--- src/rtl/tt_um_seq_divider_hhrb98.sv ---
// Sequential restoring divider: 8-bit dividend / 4-bit divisor, one quotient bit per clock.
// Start/busy/done handshake; results and the divide-by-zero flag hold until the next accepted start.
module tt_um_seq_divider_hhrb98 (
    input  logic       clk,
    input  logic       rst_n,
    input  logic       ena,
    input  logic [7:0] ui_in,
    input  logic [7:0] uio_in,
    output logic [7:0] uo_out,
    output logic [7:0] uio_out,
    output logic [7:0] uio_oe
);
    localparam int N_BITS = 8;
    localparam int D_BITS = 4;

    typedef enum logic [1:0] {IDLE, RUN, DONE} state_t;

    state_t              state;
    logic [D_BITS:0]     a;
    logic [N_BITS-1:0]   q;
    logic [D_BITS-1:0]   d;
    logic [2:0]          cnt;
    logic [N_BITS-1:0]   quot;
    logic [D_BITS-1:0]   rem;
    logic                dbz;
    logic                done;
    logic                busy;

    logic [D_BITS-1:0]   divisor;
    logic                start;
    logic                out_sel;
    logic [D_BITS:0]     s;
    logic [D_BITS+1:0]   t;
    logic                fits;
    logic [D_BITS:0]     a_next;
    logic [N_BITS-1:0]   q_next;

    assign divisor = uio_in[D_BITS-1:0];
    assign start   = uio_in[4];
    assign out_sel = uio_in[5];

    // One restoring step: shift in the next dividend bit, subtract if the divisor fits.
    // The partial remainder is always < D, so a[4] stays clear and only a[3:0] feeds the shift.
    always_comb begin
        s      = {a[D_BITS-1:0], q[N_BITS-1]};
        t      = {1'b0, s} - {2'b00, d};
        fits   = ~t[D_BITS+1];
        a_next = fits ? t[D_BITS:0] : s;
        q_next = {q[N_BITS-2:0], fits};
    end

    always_ff @(posedge clk or negedge rst_n) begin
        if (!rst_n) begin
            state <= IDLE;
            a     <= '0;
            q     <= '0;
            d     <= '0;
            cnt   <= '0;
            quot  <= '0;
            rem   <= '0;
            dbz   <= 1'b0;
            done  <= 1'b0;
            busy  <= 1'b0;
        end else if (ena) begin
            case (state)
                IDLE, DONE: begin
                    if (start) begin
                        q   <= ui_in;
                        d   <= divisor;
                        a   <= '0;
                        cnt <= '0;
                        if (divisor != '0) begin
                            state <= RUN;
                            busy  <= 1'b1;
                            done  <= 1'b0;
                            dbz   <= 1'b0;
                        end else begin
                            // Divide by zero finishes immediately with all-ones results.
                            state <= DONE;
                            quot  <= '1;
                            rem   <= '1;
                            dbz   <= 1'b1;
                            done  <= 1'b1;
                            busy  <= 1'b0;
                        end
                    end
                end
                RUN: begin
                    a   <= a_next;
                    q   <= q_next;
                    cnt <= cnt + 3'd1;
                    if (cnt == 3'd7) begin
                        state <= DONE;
                        busy  <= 1'b0;
                        done  <= 1'b1;
                        quot  <= q_next;
                        rem   <= a_next[D_BITS-1:0];
                    end
                end
                default: state <= IDLE;
            endcase
        end
    end

    assign uo_out  = out_sel ? {dbz, 3'b000, rem} : quot;
    assign uio_out = {done, busy, 6'b00_0000};
    assign uio_oe  = 8'b1100_0000;

    logic unused_ok;
    assign unused_ok = &{1'b0, uio_in[7:6], a[D_BITS]};
endmodule

--- config.mk ---
export PLATFORM = sky130hd
export DESIGN_NAME = tt_um_seq_divider_hhrb98
export DESIGN_NICKNAME = d
export VERILOG_FILES = /design/src/rtl/tt_um_seq_divider_hhrb98.sv
export SDC_FILE = /design/constraint.sdc
export NUM_CORES = 1
export LEC_CHECK = 0
export ABC_AREA = 1
export ABC_CLOCK_PERIOD_IN_PS = 1400
export CORE_ASPECT_RATIO = 0.8
export CORE_MARGIN = 2
export CORE_UTILIZATION = 56
export DETAILED_ROUTE_END_ITERATION = 10
export DONT_BUFFER_PORTS = 1
export GPL_ROUTABILITY_DRIVEN = 0
export GPL_TIMING_DRIVEN = 0
export PLACE_DENSITY = 0.74
export SLEW_MARGIN = 10
export SYNTH_ARGS = -nofsm -noshare
export SYNTH_HDL_FRONTEND = slang
export SYNTH_SLANG_ARGS = --single-unit
--- constraint.sdc ---
create_clock -name clk -period 1.4 [get_ports clk]
set_input_delay 0.14 -clock clk [delete_from_list [all_inputs] [get_ports clk]]
set_output_delay 0.14 -clock clk [all_outputs]
set_load 0.01 [all_outputs]
=== Yosys cells after proc, flatten, opt, wreduce, memory -nomap -nowiden ===
Index checks and enable logic that the tools add are counted.

* Register bits: 36
* Input bits: 19
* Output and inout port bits: 24
* Word-level logic and storage cells: 56

* Add/subtract/negate cells: 2
* Equality and inequality tests: 6
* Mux-type cells: 28
* Bitwise gates (word level): 1
* Reduce and logical (&&, ||, !) cells: 9

{| class="wikitable"
|+ Operator list
! cell !! count
|-
| $mux 8 || 5
|-
| $pmux 8 s2 || 2
|-
| $mux 4 || 5
|-
| $pmux 4 s2 || 2
|-
| $reduce_and 3->1 || 3
|-
| $mux 1 || 6
|-
| $mux 2 || 3
|-
| $ne 2x2->1 const B || 3
|-
| $pmux 3 s2 || 1
|-
| $sub 5x4->6 || 1
|-
| $reduce_and 5->1 || 1
|-
| $pmux 1 s2 || 2
|-
| $pmux 2 s2 || 1
|-
| $reduce_and 4->1 || 1
|-
| $reduce_bool 4->1 || 1
|-
| $add 3x1->3 const B || 1
|-
| $eq 3x3->1 const B || 1
|-
| $mux 3 || 1
|-
| $eq 2x1->1 const B || 1
|-
| $eq 2x2->1 const B || 1
|-
| $logic_not 2->1 || 1
|-
| $reduce_bool 2->1 || 1
|-
| $reduce_or 2->1 || 1
|-
| $not 1->1 || 1
|}

=== Depth between registers and ports, before layout ===
Gate-level depths: netlist (run 1).

* Word-level depth: 4
* Mapped depth: 11
* Depth with buffers taken out: 11

=== Least setup slack after synthesis (run 1) ===
OpenSTA, ideal clock, no wires.

* Path type: register -> register
* Start: reg q[7]
* End: reg rem[2]
* Setup time: 113 ps
* Data arrival time: 1352 ps
* Data required time: 1287 ps
* Slack: -65 ps
* Cell stages (with the launch flop): 10
* Path buffers: 0
* Period minus slack after synthesis: 1465 ps
* Cell sequence: dfrtp_1 -> inv_1 -> ha_1 -> inv_1 -> fa_1 -> xor2_1 -> nand2_1 -> nand3_1 -> nand2_1 -> inv_1

* Cells in the longest elaborated chain, start to end: 4

{| class="wikitable"
|+ Ends and longest elaborated chain
! element !! RTL line !! RTL
|-
| start, declared || 20 || <nowiki>logic [N_BITS-1:0] q;</nowiki>
|-
| start signal, assigned || 68 || <nowiki>q <= ui_in;</nowiki>
|-
| start signal, assigned || 90 || <nowiki>q <= q_next;</nowiki>
|-
| $sub 5x4->6 || 46 || <nowiki>t = {1'b0, s} - {2'b00, d};</nowiki>
|-
| $mux 4 || 48 || <nowiki>a_next = fits ? t[D_BITS:0] : s;</nowiki>
|-
| $mux 4 || 92 || <nowiki>if (cnt == 3'd7) begin</nowiki>
|-
| $pmux 4 s2 || 65 || <nowiki>case (state)</nowiki>
|-
| end signal, assigned || 97 || <nowiki>rem <= a_next[D_BITS-1:0];</nowiki>
|-
| end, declared || 24 || <nowiki>logic [D_BITS-1:0] rem;</nowiki>
|}

No other way between the ends. The select of a mux whose other input is x is not followed.
A chain may end at the register's enable or synchronous reset.

=== Worst setup path after layout (run 1) ===
* Start: reg cnt[1]
* End: reg rem[3]

* Cells in the longest elaborated chain, start to end: 3

{| class="wikitable"
|+ Ends and longest elaborated chain
! element !! RTL line !! RTL
|-
| start, declared || 22 || <nowiki>logic [2:0] cnt;</nowiki>
|-
| start signal, assigned || 91 || <nowiki>cnt <= cnt + 3'd1;</nowiki>
|-
| $eq 3x3->1 || 92 ||
|-
| $ne 2x2->1 (no line) || -- ||
|-
| $reduce_and 5->1 (no line) || -- ||
|}

No other way between the ends.

==> metrics.yaml, run 1 <==
floorplanning:
  pin_count: 43
  core_um2: 3420
  rows: 19
  die_x_um: 70.7
  dieHeight_um: 57.4
  start_util_pct: 58.2
  die_area_um2: 4060
critical_path:
  crit_chain: "ha_2 -> ha_4 -> a21oi_4 -> nor2_4 -> buf_4 -> a21oi_1 -> a21oi_1"
  critical_path.max_fanout: 6
  crit_path_end_kind: "flip-flop"
  max_stage_delay_ns: 0.38
  cp-start-kind: "flip-flop"
  path_common_cell: "a21oi_1"
  crit_family: "compound AO/OA/AOI/OAI gates"
  critPathKind: "reg2reg"
  cp_slowest_cell: "dfrtp_1"
  cp.required_ns: 1.57
  arrival_ns: 1.73
  path_buf_inv: 1
routing:
  avgRoutedWirePerCell_um: 14.3
  drc: 0
  ant_nets: 0
  routed_wl_um: 4600
  vias: 1661
  drt_iter0_markers: 113
  avgViaCountPerCell: 5.17
  dr.pass1.iters: 4
synthesis:
  netlist_area_um2: 1990
  synthCells: 236
  ys_ff_latch: 36
  synth-seq-area-share_pct: 45.2
  yosys_warnings: 0
  synth.distinct_cells: 30
  syn_area_per_cell_um2: 8.45
global_route:
  grt-ovfl-total: 0
  grt_busiest_layer: "met2"
  grtUsageMet1_pct: 31.0
  track_usage_pct: 22.7
  grt_pass1_vias: 1498
  grt_max_degree: 37
  antenna_found_initial: 0
  use_met2_pct: 35.2
  grt_pass1_wl_um: 7020
  met3_usage_pct: 6.36
power:
  p_total_w: 0.00609
  sequentialPowerShare_pct: 29.7
  powerDensity_nw_per_um2: 2380
  clockPowerShare_pct: 11.5
  combPwrFrac_pct: 58.7
  p_int_w: 0.00335
  p_leak_nw: 1.33
  switching_share_pct: 45.0
  ir_drop_mv: 1.37
  power_switching_w: 0.00274
clock_tree:
  cts_tree: "built"
  clock_sinks: 36
  numCtsBuffers: 5
  worst_skew_pair.late_latency_ns: 0.29
  ctsLongestPathBuffers: 2
  clockRootBuffer: "clkbuf_8"
  path_clk_slew_ns: 0.07
  h-tree-depth: 2
status:
  outcome: "complete, but fails checks"
  violations: "negative setup slack"
run:
  maxCapViolations: 0
sta:
  setup_viol: 16
  rsz0062_at_grt: "true"
  finalHoldViolCount: 0
  period_minus_slack_ns: 1.56
  fmax_mhz: 641
  fin_ws_ns: -0.161
  fin_crit_sh_pct: 111
  slew_violations: 0
  skew_ns: 0.00614
finish:
  drive_gt1_share_pct: 34.1
  fin_cells: 321
  multiInputGateArea_um2: 1030
  num_antenna_cells: 0
  fillers: 265
  nets: 305
  seq_area_um2: 901
  area_growth_pct: 28.6
placed_design:
  hpwlAfterDp_um: 2930
  dp.cells: 290
  port-buffer-count: 0
worst_hold_path:
  hp-class: "in2reg"
-- power groups by stage --
stage	clock [W]	sequential [W]	combinational, W
finish	0.000702	0.00181	0.00358
global placement	0	0.00177	0.00231
floorplan	0	0.00173	0.00195
detailed placement	0	0.00179	0.00237
global route	0.000757	0.00186	0.00390
CTS	0.000701	0.00178	0.00284
-- metrics by stage --
stage | util, % | TNS, ns | instance area (µm²) | hold slack [ns] | setup slack, ns
floorplan | - | -0.00392 | 2070 | -0.156 | -0.00392
global placement | 61.9 | -1.10 | 2120 | -0.154 | -0.123
detailed placement | 61.9 | -1.37 | 2120 | -0.155 | -0.156
CTS | 69.3 | -0.924 | 2370 | 0.0163 | -0.111
global route | 74.9 | -2.64 | 2560 | 0.0336 | -0.210
finish | 74.9 | -1.40 | 2560 | 0.0124 | -0.161
-- cells in the mapped netlist (all sizes together) --
master,number,area (µm²)
ha,6,75.1
o21ai,20,108
a22o,2,17.5
o22ai,1,6.26
nand3,14,75.1
o211ai,7,52.6
buf,19,154
dfrtp,36,901
nor2,13,72.6
nand2,63,256
conb,2,7.51
nand4,1,6.26
fa,1,20.0
inv,37,139
a21oi,6,41.3
mux2,1,11.3
o21a,5,37.5
clkbuf,1,3.75
xor2,1,8.76
-- routing by layer --
metal	vias up	routed length [µm]	part of all wire (%)
li1	805	-	-
met1	792	2010	44
met2	53	2190	48
met3	11	295	6.4
met4	0	109	2.4
met5	-	0	0
-- cells by family (layout without fill, tap and decap cells) --
logic type / Yosys count / in the layout / synth area share, %
xor gates and xnor gates: 1 / 1 / 0.440
AOI/OAI and AO/OA: 41 / 41 / 13.2
adders and majority gates: 7 / 7 / 4.77
other: 2 / 14 / 0.377
DFF: 36 / 36 / 45.2
buffers and inverters: 57 / 87 / 14.9
and+or+nand+nor: 91 / 92 / 20.6
muxes: 1 / 1 / 0.565
-- layout by cell type (no fill, tap or decap), drive strengths merged --
cell type,count
nand2,64
buf,40
inv,37
dfrtp,36
o21ai,20
conb,14
nand3,14
nor2,13
clkbuf,8
o211ai,7
a21oi,6
ha,6
o21a,5
a22o,2
mux2,1
xor2,1
nand4,1
o22ai,1
fa,1
clkinv,1
dlygate4sd3,1
-- sequential cells by signal, indices dropped and copies added (netlist names), 2 cells and up --
register  flops
q             8
quot          8
d             4
state         2
a             4
rem           4
cnt           3
-- path summary, 6_finish.rpt --
path / endpoint / cells after the start / slack, ns / start
setup / recovery: rem[3] / 7 / -0.16 / cnt[1]
hold / removal: d[2] / 2 / 0.01 / uio_in[2]
setup reg to reg: rem[3] / 7 / -0.16 / cnt[1]
hold reg to reg: quot[2] / 2 / 0.47 / quot[2]
max in group asynchronous: d[2] / 2 / 0.91 / rst_n
min in group asynchronous: a[0] / 2 / 0.29 / rst_n
-- final cells by class --
| cell class | count | share of cell area, % |
|---|---|---|
| buffer | 20 | 6.15 |
| tap | 42 | 2.05 |
| clock buffer | 6 | 2.83 |
| inverter | 37 | 5.52 |
| timing repair buffer | 23 | 8.01 |
| sequential | 36 | 35.2 |
| multi-input combinational | 156 | 40.1 |
| clock inverter | 1 | 0.195 |
-- timing repair --
| item | CTS | global route |
|---|---|---|
| pin swaps | 5 | 12 |
| hold endpoints to repair | 36 | 0 |
| endpoints found under the setup margin | 21 | 30 |
| cloned | 1 | 1 |
| hold buffers | 2 | 0 |
| buffers inserted | 11 | 9 |
| gates resized for setup | 13 | 25 |
Power figures use the tool's default switching activity.
==> run 2: changes to the inputs <==
Settings changed: ABC_CLOCK_PERIOD_IN_PS 1400 to 1800, CORE_UTILIZATION 56 to 60, PLACE_DENSITY 0.74 to 0.76.
Clock period 1.4 ns to 1.8 ns, I/O delays scaled along.
==> run 2 against run 1 <==
Compared with the run above:
- sequential power is 24% lower
- critical path depth unchanged
- count of clock-buffer cells in the layout decreased by 1
- worst hold slack improved by 0.046 ns
- final cell count is 7.2% lower
- clock power rose by 0.7%
- largest cell class is now registers
- the run now ends clean
- combinational power down 49%
==> metrics.yaml, run 2 (synthesis results as in run 1) <==
critical_path:
  rr_startpoint: "a[1]"
  r2r_end: "q[0]"
  critical_path.max_fanout: 6
  crit_path_end: "q[0]"
  crit_path_end_kind: "flip-flop"
  critPathKind: "reg2reg"
  arrival_ns: 1.83
  cp.required_ns: 1.97
  critPathLaunch: "a[1]"
  r2r_slack_ns: 0.14
  cp-start-kind: "flip-flop"
  ff2ff_path_depth: 7
placed_design:
  dp.cells: 288
  port-buffer-count: 0
  pre_cts_ws_ns: 0.148
  hpwlAfterDp_um: 2910
worst_hold_path:
  hp-class: "in2reg"
power:
  clockPowerShare_pct: 18.1
  combPwrFrac_pct: 46.6
  sequentialPowerShare_pct: 35.4
  powerDensity_nw_per_um2: 1760
  p_leak_nw: 1.21
  power_switching_w: 0.00167
  p_int_w: 0.00225
  ir_drop_mv: 0.970
  switching_share_pct: 42.6
finish:
  final_common_cell: "nand2_1"
  layout_common_cells: "nand2_1 (59), dfrtp_1 (36), inv_1 (34), buf_4 (17), o21ai_0 (16)"
  postLayoutCoreUtil_pct: 71.2
  area_growth_pct: 11.9
  drive_gt1_share_pct: 16.3
  fin_cells: 298
  num_antenna_cells: 0
  fillers: 268
  reg.largest.list: "q (8), quot (8)"
  nets: 283
sta:
  slew_violations: 0
  finalHoldViolCount: 0
  setup_viol: 0
  skew_ns: 0.00732
  fmax_mhz: 603
  fin_ws_ns: 0.142
  fin_tns_setup_ns: 0
  period_minus_slack_ns: 1.66
  rsz0062_at_grt: "false"
  fin_crit_sh_pct: 92.1
global_route:
  track_usage_pct: 23.3
  grt_max_degree: 37
  grt_pass1_wl_um: 6540
  grt-ovfl-total: 0
  grt_pass1_vias: 1457
  antenna_found_initial: 0
routing:
  drc: 0
  routed_wl_um: 3870
  avgViaCountPerCell: 5.08
  drt_iter0_markers: 96
  avgRoutedWirePerCell_um: 13.0
  dr.pass1.iters: 4
  ant_nets: 0
  vias: 1514
floorplanning:
  core_um2: 3130
  dieHeight_um: 55.6
  die_area_um2: 3800
  die_x_um: 68.4
  rows: 18
  pin_count: 43
  start_util_pct: 63.7
clock_tree:
  h-tree-depth: 2
  clockRootBuffer: "clkbuf_8"
  clock_sinks: 36
  path_clk_slew_ns: 0.08
  numCtsBuffers: 5
  ctsLongestPathBuffers: 2
  worst_skew_pair.late_latency_ns: 0.29
  cts.repair.resized: 0
  cts_tree: "built"
run:
  maxCapViolations: 0
status:
  outcome: "finished, final reports clean"
## run 2: worst min path at each step
| stage | startpoint | endpoint | slack (ns) | cells after the start |
|---|---|---|---|---|
| 6_report | ui_in[7] | q[7] | 0.06 | 2 |
| 5_1_grt | ui_in[1] | q[1] | 0.07 | 2 |
| 4_1_cts | ui_in[7] | q[7] | 0.06 | 2 |
| 3_5_place_dp | rst_n | q[5] | -0.12 | 0 |
| 3_3_place_gp | rst_n | q[3] | -0.12 | 0 |
| 2_1_floorplan | rst_n | a[0] | -0.12 | 0 |
## run 2: repair_timing
| action | 4_1_cts | 5_1_grt |
|---|---|---|
| setup buffers | 0 | 0 |
| hold buffers | 2 | 0 |
| endpoints found under the hold margin | 36 | 0 |
## run 2: worst max-delay path: stages, from the launching register on
cell     delay [ns]
dfrtp_1        0.40
ha_1           0.33
inv_1          0.06
nand2_1        0.06
nand3_1        0.18
nand2_1        0.16
nor2_1         0.24
o22ai_1        0.11
## run 2: layout make-up
type,count,area (µm²),area share (%)
repair buffers,2,30.0,1.35
well taps,40,50.0,2.24
clock inverters,3,42.5,1.91
inverters,37,139,6.23
clock buffers,5,68.8,3.09
plain buffers,20,158,7.07
multi-input cells,155,841,37.7
flip-flops and latches,36,901,40.4
## run 2: per-stage QoR
step | hold slack, ns | instance area [µm²] | total power [W]
6_report | 0.0585 | 2230 | 0.00391
5_1_grt | 0.0743 | 2230 | 0.00428
4_1_cts | 0.0567 | 2230 | 0.00392
3_5_place_dp | -0.115 | 2090 | 0.00318
3_3_place_gp | -0.115 | 2090 | 0.00312
2_1_floorplan | -0.116 | 2040 | 0.00281
## run 2: layer usage
layer  wire [µm]  track usage, %  vias up  share of wire, %
met3         219            6.52        7               5.7
met4          60            8.86        0               1.5
met5           0               0        -                 0
met2        1750            33.5       45                45
met1        1850            33.2      699                48
li1            -               -      763                 -
## run 2: power by group through the flow
stage	Sequential (W)	Clock, W	Combinational [W]
final	0.00138	0.000707	0.00182
after global routing	0.00142	0.000754	0.00210
after CTS	0.00138	0.000711	0.00183
after detailed placement	0.00139	0	0.00178
after global placement	0.00138	0	0.00173
after floorplan	0.00134	0	0.00147
